## config.mk

```make
export PLATFORM = sky130hd
export DESIGN_NAME = psum_collector_flat
export DESIGN_NICKNAME = d
export VERILOG_FILES = /design/src/rtl/psum_collector_if.sv /design/src/rtl/psum_collector.sv /design/src/flat_wrapper.sv
export SDC_FILE = /design/constraint.sdc
export NUM_CORES = 1
export LEC_CHECK = 0
export ABC_AREA = 1
export CAP_MARGIN = 20
export CORE_UTILIZATION = 47
export CTS_CLUSTER_SIZE = 8
export DETAILED_ROUTE_END_ITERATION = 8
export GPL_TIMING_DRIVEN = 0
export PLACE_DENSITY = 0.66
export SLEW_MARGIN = 20
export SYNTH_ARGS = -nofsm -noshare
export SYNTH_HDL_FRONTEND = slang
export SYNTH_SLANG_ARGS = --single-unit
```

## constraint.sdc

```tcl
create_clock -name clk -period 4.8 [get_ports clk]
set_input_delay 0.72 -clock clk [delete_from_list [all_inputs] [get_ports clk]]
set_output_delay 0.72 -clock clk [all_outputs]
set_load 0.02 [all_outputs]
```

## src/rtl/psum_collector_if.sv

```systemverilog
// -----------------------------------------------------------------------------
// psum_collector_if
// Bundles the row input, back-pressure, output handshake and status signals of
// psum_collector. clk and rst_n stay as plain module ports.
//   master : array controller / consumer side (drives in_valid, in_psum,
//            out_ready; observes stall, out_valid, out_data, count, overflow)
//   slave  : psum_collector itself
// -----------------------------------------------------------------------------
interface psum_collector_if #(
  parameter int NUM_COLS   = 4,
  parameter int PSUM_WIDTH = 32,
  parameter int OUT_WIDTH  = 16,
  parameter int FIFO_DEPTH = 8
);
  logic                              in_valid;
  logic [NUM_COLS*PSUM_WIDTH-1:0]    in_psum;
  logic                              stall;
  logic                              out_valid;
  logic                              out_ready;
  logic [NUM_COLS*OUT_WIDTH-1:0]     out_data;
  logic [$clog2(FIFO_DEPTH):0]       count;
  logic                              overflow;

  modport master (
    output in_valid, in_psum, out_ready,
    input  stall, out_valid, out_data, count, overflow
  );

  modport slave (
    input  in_valid, in_psum, out_ready,
    output stall, out_valid, out_data, count, overflow
  );
endinterface

```

## src/rtl/psum_collector.sv

```systemverilog
// -----------------------------------------------------------------------------
// psum_collector
// Drain stage for the input-stationary systolic array. Captures the skewed
// bottom-row partial sums (column c arrives c cycles after column 0), realigns
// them into one row, narrows each column to OUT_WIDTH and buffers rows in a
// FIFO with a valid/ready output. stall is a conservative back-pressure flag:
// occupancy plus rows still in the deskew pipeline, without credit for a pop
// happening in the same cycle.
//
// Ports:
//   clk    : clock
//   rst_n  : synchronous, active-low reset
//   bus    : psum_collector_if.slave (in_valid, in_psum, stall, out_valid,
//            out_ready, out_data, count, overflow)
//
// Build option:
//   PSUM_COLLECTOR_SAT_EN : defined   -> signed saturation to OUT_WIDTH
//                           undefined -> two's complement truncation
// -----------------------------------------------------------------------------
module psum_collector #(
  parameter int NUM_COLS   = 4,
  parameter int PSUM_WIDTH = 32,
  parameter int OUT_WIDTH  = 16,
  parameter int FIFO_DEPTH = 8
) (
  input logic               clk,
  input logic               rst_n,
  psum_collector_if.slave   bus
);

  localparam int AW  = $clog2(FIFO_DEPTH);
  localparam int VPW = (NUM_COLS > 1) ? NUM_COLS - 1 : 1;
  localparam int IW  = $clog2(NUM_COLS) + 1;
  localparam int RW  = NUM_COLS * OUT_WIDTH;
  localparam logic [AW:0] DEPTH_C = (AW+1)'(FIFO_DEPTH);

  // Per-column narrowing applied when the aligned row is pushed.
  function automatic logic [OUT_WIDTH-1:0] narrow(input logic signed [PSUM_WIDTH-1:0] v);
`ifdef PSUM_COLLECTOR_SAT_EN
    logic signed [PSUM_WIDTH-1:0] max_v;
    logic signed [PSUM_WIDTH-1:0] min_v;
    max_v = {{(PSUM_WIDTH-OUT_WIDTH+1){1'b0}}, {(OUT_WIDTH-1){1'b1}}};
    min_v = {{(PSUM_WIDTH-OUT_WIDTH+1){1'b1}}, {(OUT_WIDTH-1){1'b0}}};
    if (v > max_v)      return max_v[OUT_WIDTH-1:0];
    else if (v < min_v) return min_v[OUT_WIDTH-1:0];
    else                return v[OUT_WIDTH-1:0];
`else
    return v[OUT_WIDTH-1:0];
`endif
  endfunction

  // ---------------------------------------------------------------------------
  // Deskew: column c is delayed NUM_COLS-1-c cycles so every column of a row
  // lines up with the push strobe. The last column needs no delay.
  // ---------------------------------------------------------------------------
  logic [PSUM_WIDTH-1:0] w_col [NUM_COLS];

  for (genvar c = 0; c < NUM_COLS; c++) begin : g_col
    localparam int D = NUM_COLS - 1 - c;
    if (D == 0) begin : g_direct
      assign w_col[c] = bus.in_psum[c*PSUM_WIDTH +: PSUM_WIDTH];
    end else begin : g_delay
      logic [PSUM_WIDTH-1:0] r_d [D];
      // NOTE: delay lines and FIFO storage are reset explicitly so nothing
      // captured before a reset can ever surface on out_data afterwards.
      always_ff @(posedge clk) begin
        if (!rst_n) begin
          for (int k = 0; k < D; k++) r_d[k] <= '0;
        end else begin
          // NOTE: non-blocking assignments make each stage take the previous
          // stage's old value, giving a true shift register.
          r_d[0] <= bus.in_psum[c*PSUM_WIDTH +: PSUM_WIDTH];
          for (int k = 1; k < D; k++) r_d[k] <= r_d[k-1];
        end
      end
      assign w_col[c] = r_d[D-1];
    end
  end

  // ---------------------------------------------------------------------------
  // Row valid pipeline: in_valid delayed NUM_COLS-1 stages; its tail is the
  // push strobe. With one column there is no pipeline and in_valid pushes.
  // ---------------------------------------------------------------------------
  logic [VPW-1:0] r_vpipe;
  logic           w_push;

  if (NUM_COLS > 1) begin : g_vpipe
    always_ff @(posedge clk) begin
      if (!rst_n) r_vpipe <= '0;
      else        r_vpipe <= VPW'({r_vpipe, bus.in_valid});
    end
    assign w_push = r_vpipe[VPW-1];
  end else begin : g_no_vpipe
    always_ff @(posedge clk) r_vpipe <= '0;
    assign w_push = bus.in_valid;
  end

  // Aligned, narrowed row presented to the FIFO write port.
  logic [RW-1:0] w_row;
  always_comb begin
    // NOTE: default first so every bit is assigned on every pass (no latch).
    w_row = '0;
    for (int c = 0; c < NUM_COLS; c++)
      w_row[c*OUT_WIDTH +: OUT_WIDTH] = narrow(signed'(w_col[c]));
  end

  // ---------------------------------------------------------------------------
  // Output FIFO
  // ---------------------------------------------------------------------------
  logic [RW-1:0]  r_mem [FIFO_DEPTH];
  logic [AW-1:0]  r_wr_ptr;
  logic [AW-1:0]  r_rd_ptr;
  logic [AW:0]    r_count;
  logic           r_overflow;

  logic w_pop;
  logic w_full;
  logic w_push_ok;
  logic w_drop;

  assign w_pop     = (r_count != '0) && bus.out_ready;
  assign w_full    = (r_count == DEPTH_C);
  // A full FIFO still accepts a push when the head leaves in the same cycle.
  assign w_push_ok = w_push && (!w_full || w_pop);
  assign w_drop    = w_push && w_full && !w_pop;

  always_ff @(posedge clk) begin
    if (!rst_n) begin
      for (int i = 0; i < FIFO_DEPTH; i++) r_mem[i] <= '0;
      r_wr_ptr   <= '0;
      r_rd_ptr   <= '0;
      r_count    <= '0;
      r_overflow <= 1'b0;
    end else begin
      if (w_push_ok) begin
        r_mem[r_wr_ptr] <= w_row;
        r_wr_ptr        <= r_wr_ptr + 1'b1;   // power-of-2 depth: wraps freely
      end
      if (w_pop) r_rd_ptr <= r_rd_ptr + 1'b1;
      case ({w_push_ok, w_pop})
        2'b10:   r_count <= r_count + 1'b1;
        2'b01:   r_count <= r_count - 1'b1;
        default: r_count <= r_count;
      endcase
      if (w_drop) r_overflow <= 1'b1;
    end
  end

  // Rows already accepted by the deskew pipeline but not yet pushed.
  logic [IW-1:0] w_inflight;
  always_comb begin
    w_inflight = '0;
    for (int i = 0; i < VPW; i++) w_inflight = w_inflight + IW'(r_vpipe[i]);
  end

  // Conservative: a pop in this same cycle is not credited.
  assign bus.stall     = (int'(r_count) + int'(w_inflight)) >= FIFO_DEPTH;
  assign bus.out_valid = (r_count != '0);
  assign bus.out_data  = r_mem[r_rd_ptr];
  assign bus.count     = r_count;
  assign bus.overflow  = r_overflow;

endmodule

```

## src/flat_wrapper.sv

```systemverilog
// flat-port wrapper written by rule: the top's interface ports become plain ports
module psum_collector_flat 
#(
  parameter int NUM_COLS   = 4,
  parameter int PSUM_WIDTH = 32,
  parameter int OUT_WIDTH  = 16,
  parameter int FIFO_DEPTH = 8
)
  (clk, rst_n, bus_in_valid, bus_in_psum, bus_out_ready, bus_stall, bus_out_valid, bus_out_data, bus_count, bus_overflow);
  psum_collector_if #(.NUM_COLS(NUM_COLS), .PSUM_WIDTH(PSUM_WIDTH), .OUT_WIDTH(OUT_WIDTH), .FIFO_DEPTH(FIFO_DEPTH)) bus_i ();
  input logic clk;
  input logic rst_n;
  input wire logic [$bits(bus_i.in_valid)-1:0] bus_in_valid;
  input wire logic [$bits(bus_i.in_psum)-1:0] bus_in_psum;
  input wire logic [$bits(bus_i.out_ready)-1:0] bus_out_ready;
  output wire logic [$bits(bus_i.stall)-1:0] bus_stall;
  output wire logic [$bits(bus_i.out_valid)-1:0] bus_out_valid;
  output wire logic [$bits(bus_i.out_data)-1:0] bus_out_data;
  output wire logic [$bits(bus_i.count)-1:0] bus_count;
  output wire logic [$bits(bus_i.overflow)-1:0] bus_overflow;
  assign bus_i.in_valid = bus_in_valid;
  assign bus_i.in_psum = bus_in_psum;
  assign bus_i.out_ready = bus_out_ready;
  assign bus_stall = bus_i.stall;
  assign bus_out_valid = bus_i.out_valid;
  assign bus_out_data = bus_i.out_data;
  assign bus_count = bus_i.count;
  assign bus_overflow = bus_i.overflow;
  psum_collector #(.NUM_COLS(NUM_COLS), .PSUM_WIDTH(PSUM_WIDTH), .OUT_WIDTH(OUT_WIDTH), .FIFO_DEPTH(FIFO_DEPTH)) u_core (.clk(clk), .rst_n(rst_n), .bus(bus_i));
endmodule
```

### After elaboration in Yosys (flattened, before gate mapping)

Memories as Yosys holds them, arrays and structs flattened. A register that Yosys moved wholly into a read port is not among the register bits.
Index checks and enable logic that the tools add are counted.

| word-level totals | value |
|---|---|
| word-level logic and storage cells | 54 |
| RAM bits | 704 |
| register bits | 14 |
| memories kept | 4 |
| input port bits | 132 |

| cells by class | value |
|---|---|
| mux-type cells | 18 |
| add/subtract/negate cells | 7 |
| magnitude comparators | 1 |
| reductions and logical operators | 11 |
| eq/ne operators | 3 |
| bitwise operators | 5 |

Memories:

| name | depth | bits a word | read ports | clocked after Yosys merged registers in | write ports | RTL line | RTL |
|---|---|---|---|---|---|---|---|
| u_core.r_mem | 8 | 64 | 1 | 1 | 8 | psum_collector.sv:110 | `logic [RW-1:0] r_mem [FIFO_DEPTH];` |
| u_core.g_col[0].g_delay.r_d | 3 | 32 | 3 | 0 | 3 | psum_collector.sv:63 | `logic [PSUM_WIDTH-1:0] r_d [D];` |
| u_core.g_col[1].g_delay.r_d | 2 | 32 | 2 | 0 | 2 | psum_collector.sv:63 |  |
| u_core.g_col[2].g_delay.r_d | 1 | 32 | 1 | 0 | 1 | psum_collector.sv:63 |  |

Operator list:

| operator | number |
|---|---|
| two-way mux 32 bit | 6 |
| two-way mux 64 bit | 1 |
| OR reduction 64 bit | 1 |
| >= comparator 32 x 5 -> 1 bit (second input constant) | 1 |
| OR reduction 32 bit | 1 |
| two-way mux 3 bit | 3 |
| case mux 4 bit (2 select lines) | 1 |
| two-way mux 1 bit | 7 |
| adder 3 x 1 -> 3 bit (second input constant) | 2 |
| adder 4 x 3 -> 5 bit | 1 |
| bitwise OR 1 bit | 5 |
| adder 4 x 1 -> 4 bit (second input constant) | 1 |
| == test 4 bit (second input constant) | 1 |
| logical AND 1 bit | 4 |
| nonzero test 4 bit | 1 |
| subtractor 4 x 1 -> 4 bit (second input constant) | 1 |
| adder 3 x 1 -> 3 bit | 1 |
| adder 1 x 1 -> 2 bit | 1 |
| == test 2 x 1 -> 1 bit (second input constant) | 1 |
| == test 2 bit (second input constant) | 1 |
| logical NOT 1 bit | 2 |
| nonzero test 2 bit | 1 |
| logical OR 1 bit | 1 |

### Logic depth before layout (Yosys ltp)

| depth | value |
|---|---|
| depth in word-level cells | 9 |
| mapped depth | 14 |

### Worst setup path before layout

OpenSTA, ideal clock, no wires.

| timing | value |
|---|---|
| path type | input port to flip-flop |
| start | input port rst_n |
| end | memory u_core.r_mem[0][0] (netlist bit), enable pin |
| path slack | 1.335 ns |
| path buffers | 3 |
| stages | 7 |
| required time | 4.376 ns |
| arrival time | 3.041 ns |
| cells stage by stage | clkbuf_1 -> inv_1 -> nor3_4 -> nand2_1 -> buf_4 -> buf_6 -> nand2_1 |

RTL lines:

| what | RTL line | RTL |
|---|---|---|
| from (decl) | flat_wrapper.sv:12 | `input logic rst_n;` |
| to (decl) | psum_collector.sv:110 |  |

==> summary.md <==
| Metric | Value |
|---|---|
| Status | finished clean |
| CTS Buf Count | 88 |
| Worst-path clk slew | around 0.050 ns |
| Routed vias/inst | 5.265 |
| Startpoint class of the critical path | register |
| Async SR Flop Fraction | 0 |
| Worst path slowest cell | clkdlybuf4s50_1 |
| Chip width | 238.0 um |
| Insertion delay to the later sink of the worst-skew pair | approximately 0.62 ns |
| Row cnt | 86 |
| Main combinational cell family by area after synthesis | simple AND/OR/NAND/NOR gates |
| Post-CTS Setup Repair Bufs | 0 |
| Compound-Gate Fraction of Synth Area | 0.06759 |
| Slew headroom | 0.2172 |
| Power per cell area | 494.7 mW/mm2 |
| Peak Freq | about 0.24 GHz |
| Slew Viols, Final | 0 |
| Critical path fanouts, max | 10 |
| Dpl cell area | 0.02875 mm2 |
| Ys Warns | 0 |
| Routed len/inst | 19.07 um |
| Final GP Congestion | 0.8088 |
| Initial core utilization | 0.4751 |
| Yosys cell types | 29 |
| Global-route layer with the greatest usage | met2 |
| Number of synthesized flops with an enable pin | between 500 and 600 |
| GR Overflow Total | 0 |
| Core Box Area | 0.05509 mm2 |
| NumNets Final | 2880 |
| Final period utilization | 0.8734 |
| Mux share of post-synthesis cell area | 0.02448 |
| Max IR drop VDD | about 0.33 mV |
| Root buffer cell | clkbuf_16 |
| Post-synthesis simple-gate area fraction | 0.1615 |
| TritonRoute pass-1 iters | 6 |
| # diodes | 0 |
| Met2 GRT Util | 0.4117 |
| First-pass GRT wire length | 103500 um |
| DR vias | about 19000 |
| RSZ-0062 raised after global routing | false |
| Register area share after synthesis | 0.6738 |
| Met3 usage | 0.04408 |
| Post-Syn Instances | between 2000 and 3000 |
| WS Path Type | register to primary output |
| Worst-margin pin slew | 1.174 ns |
| Leak | 0.01236 uW |
| Post-DRT Antenna Nets | 0 |
| Syn_nets | 2645 |
| Largest net degree at the start of global routing | 47 |
| Initial antenna violation count | 1 |
| Vias in the first global route | 18510 |
| Fraction of layout cells with a size suffix above 1 | 0.07181 |
| Most used DFF post-synth | edfxtp_1 |
| Area Growth Syn to Fin | 19.52% |
| # resized after CTS | 0 |
| WP data required | 4.08 ns |
| Max Cap Viol | 0 |
| Iteration-0 DRC Markers | 1737 |
| Post-route setup TNS | 0 ns |
| Htree depth | 3 |
| Total wire length | 67640 um |
| Fill count | between 4000 and 5000 |
| CP max stage delay | 0.66 ns |
| Ports | 203 |
| Synth Area in Adders | 0.006788 |
| Yosys reg bits | ~630 |
| Residual DRC | 0 |
| Design Area, Final | approximately 0.031 mm2 |
| Buffers on Ports | 137 |
| Die H | 238.0 um |
| Hold WC Path Type | register to register |
| Final setup skew | 0.01787 ns |
| Met1 Use GR | 0.3081 |
| Max Root-Sink Buffers | 3 |
| CP cell instances | clkbuf_2 > clkbuf_1 > o21ai_0 > o21ai_1 > nand2_1 > nand2_1 > clkdlybuf4s50_1 |
| Most frequent CP cell | nand2_1 |
| Final HPWL DP | 43950 um |
| Final Hold Fails | 0 |
| Hold_buf cts | 0 |
| Avg Synthesized Cell Area | 10.47 um2 |
| CTS tree | done |
| Overall Global Routing Usage | 0.2412 |
| Final setup viols | 0 |
| Data arrival time of the worst path | 3.47 ns |
| Nature of the critical path endpoint | primary output |
| Die Area | ~0.057 mm2 |
| Period minus WS final | 4.192 ns |
| Synthesized cell area | 0.02617 mm2 |
| Clk sink count | 625 |
| Post-Synth XOR/XNOR Area | 0.001338 |
[metrics by stage]
| stage | std cells | utilization | hold WS [ns] | worst slack, ns | total power [uW] |
|---|---|---|---|---|---|
| after global placement | 3385 | 0.5170 | 0.3927 | -0.5451 | 9804 |
| after detailed placement | 3393 | 0.5218 | 0.3979 | 1.244 | 9869 |
| after global routing | 3547 | 0.5678 | 0.4143 | 0.4444 | 16130 |
| after floorplan | 2500 | - | 0.3905 | 1.335 | 8369 |
| after CTS | 3547 | 0.5678 | 0.4077 | 0.6187 | 15550 |
| final | 3547 | 0.5678 | 0.4032 | 0.6076 | 15480 |
[cells in the final DEF, fill, tap and decap left out, types with 10 or more instances in the layout]
cell,Yosys,final
clkbuf_1,72,129
dfxtp_1,113,113
buf_2,25,25
nor2_1,784,784
clkdlybuf4s50_1,0,137
clkbuf_16,0,91
o21ai_1,31,31
inv_1,181,181
o21ai_0,233,233
nand2_1,315,307
edfxtp_1,512,512
buf_6,42,42
mux2i_1,64,64
nand3_1,10,10
o22ai_1,64,64
buf_4,14,14
ha_1,11,11
[path summary, 6_finish.rpt]
path                                                     start                                       endpoint  slack, ns  depth (start not counted)
setup / recovery                                      register                                bus_out_data[0]       0.61                          7
hold / removal    u_core.g_col[1].g_delay.r_d[0][2]$_SDFF_PN0_  u_core.g_col[1].g_delay.r_d[0][34]$_SDFF_PN0_       0.40                          2
setup reg to reg              u_core.bus.count[1]$_SDFFE_PN0P_              u_core.r_mem[7][36]$_SDFFCE_PN0P_       2.06                          9
hold reg to reg   u_core.g_col[1].g_delay.r_d[0][2]$_SDFF_PN0_  u_core.g_col[1].g_delay.r_d[0][34]$_SDFF_PN0_       0.40                          2
[sequential cells by signal, indices dropped and copies added, names as in the netlist, named ones only]
| signal | cells |
|---|---|
| u_core.r_mem | 512 |
| u_core.g_col.g_delay.r_d | 96 |
| u_core.bus.count | 4 |
| u_core.r_rd_ptr | 3 |
| u_core.r_vpipe | 3 |
| u_core.r_wr_ptr | 3 |
| u_core.bus.overflow | 1 |
[cells in the mapped netlist, types with 2 or more instances]
master | n | area, um2
nor2_1 | 784 | 2943
edfxtp_1 | 512 | 15370
nand2_1 | 315 | 1182
o21ai_0 | 233 | 1166
inv_1 | 181 | 679.4
dfxtp_1 | 113 | 2262
clkbuf_1 | 72 | 270.3
mux2i_1 | 64 | 640.6
o22ai_1 | 64 | 400.4
buf_6 | 42 | 473.0
o21ai_1 | 31 | 155.2
buf_2 | 25 | 125.1
buf_4 | 14 | 105.1
ha_1 | 11 | 137.6
nand3_1 | 10 | 50.05
a21oi_1 | 8 | 40.04
buf_1 | 5 | 18.77
fa_1 | 2 | 40.04
inv_2 | 2 | 7.510
xnor2_1 | 2 | 17.52
xor2_1 | 2 | 17.52
[where the power goes]
| part | leakage, uW | switching, uW | internal [uW] | total (uW) |
|---|---|---|---|---|
| Clock | 0.00121 | 2220 | 3490 | 5710 |
| Combinational | 0.00493 | 2340 | 1260 | 3600 |
| Sequential | 0.00622 | 96.1 | 6070 | 6170 |
| Total | 0.0124 | 4650 | 10800 | 15500 |
[critical path: cells and delay by family (launching register included)]
family | cells | cell delay (ns)
buffers and inverters | 3 | 1.69
flip-flops | 1 | 0.43
AO/OA/AOI/OAI | 2 | 0.41
AND/OR/NAND/NOR | 2 | 0.32
[layout make-up]
type / count / area (um2) / area share
buffer: 159 / 1002 / 0.03204
clock buffer: 150 / 2499 / 0.07987
clock inverter: 4 / 35.03 / 0.001120
inverter: 183 / 686.9 / 0.02196
multi-input combinational: 1533 / 6910 / 0.2209
sequential: 625 / 17640 / 0.5638
tap: 748 / 935.9 / 0.02992
timing repair buffer: 145 / 1577 / 0.05040
[logic make-up after synthesis]
group / Yosys count
compound gates: 337
xor+xnor: 4
fa+ha+maj: 13
buf+inv: 342
flops: 625
mux: 64
simple gates: 1115
[layer usage]
metal,vias to the layer above,wire length (um)
met5,-,0
met4,0,2059
met3,145,5475
met2,780,32850
met1,8997,27250
li1,8752,-
Note: power is estimated with default switching activity, not from simulation.
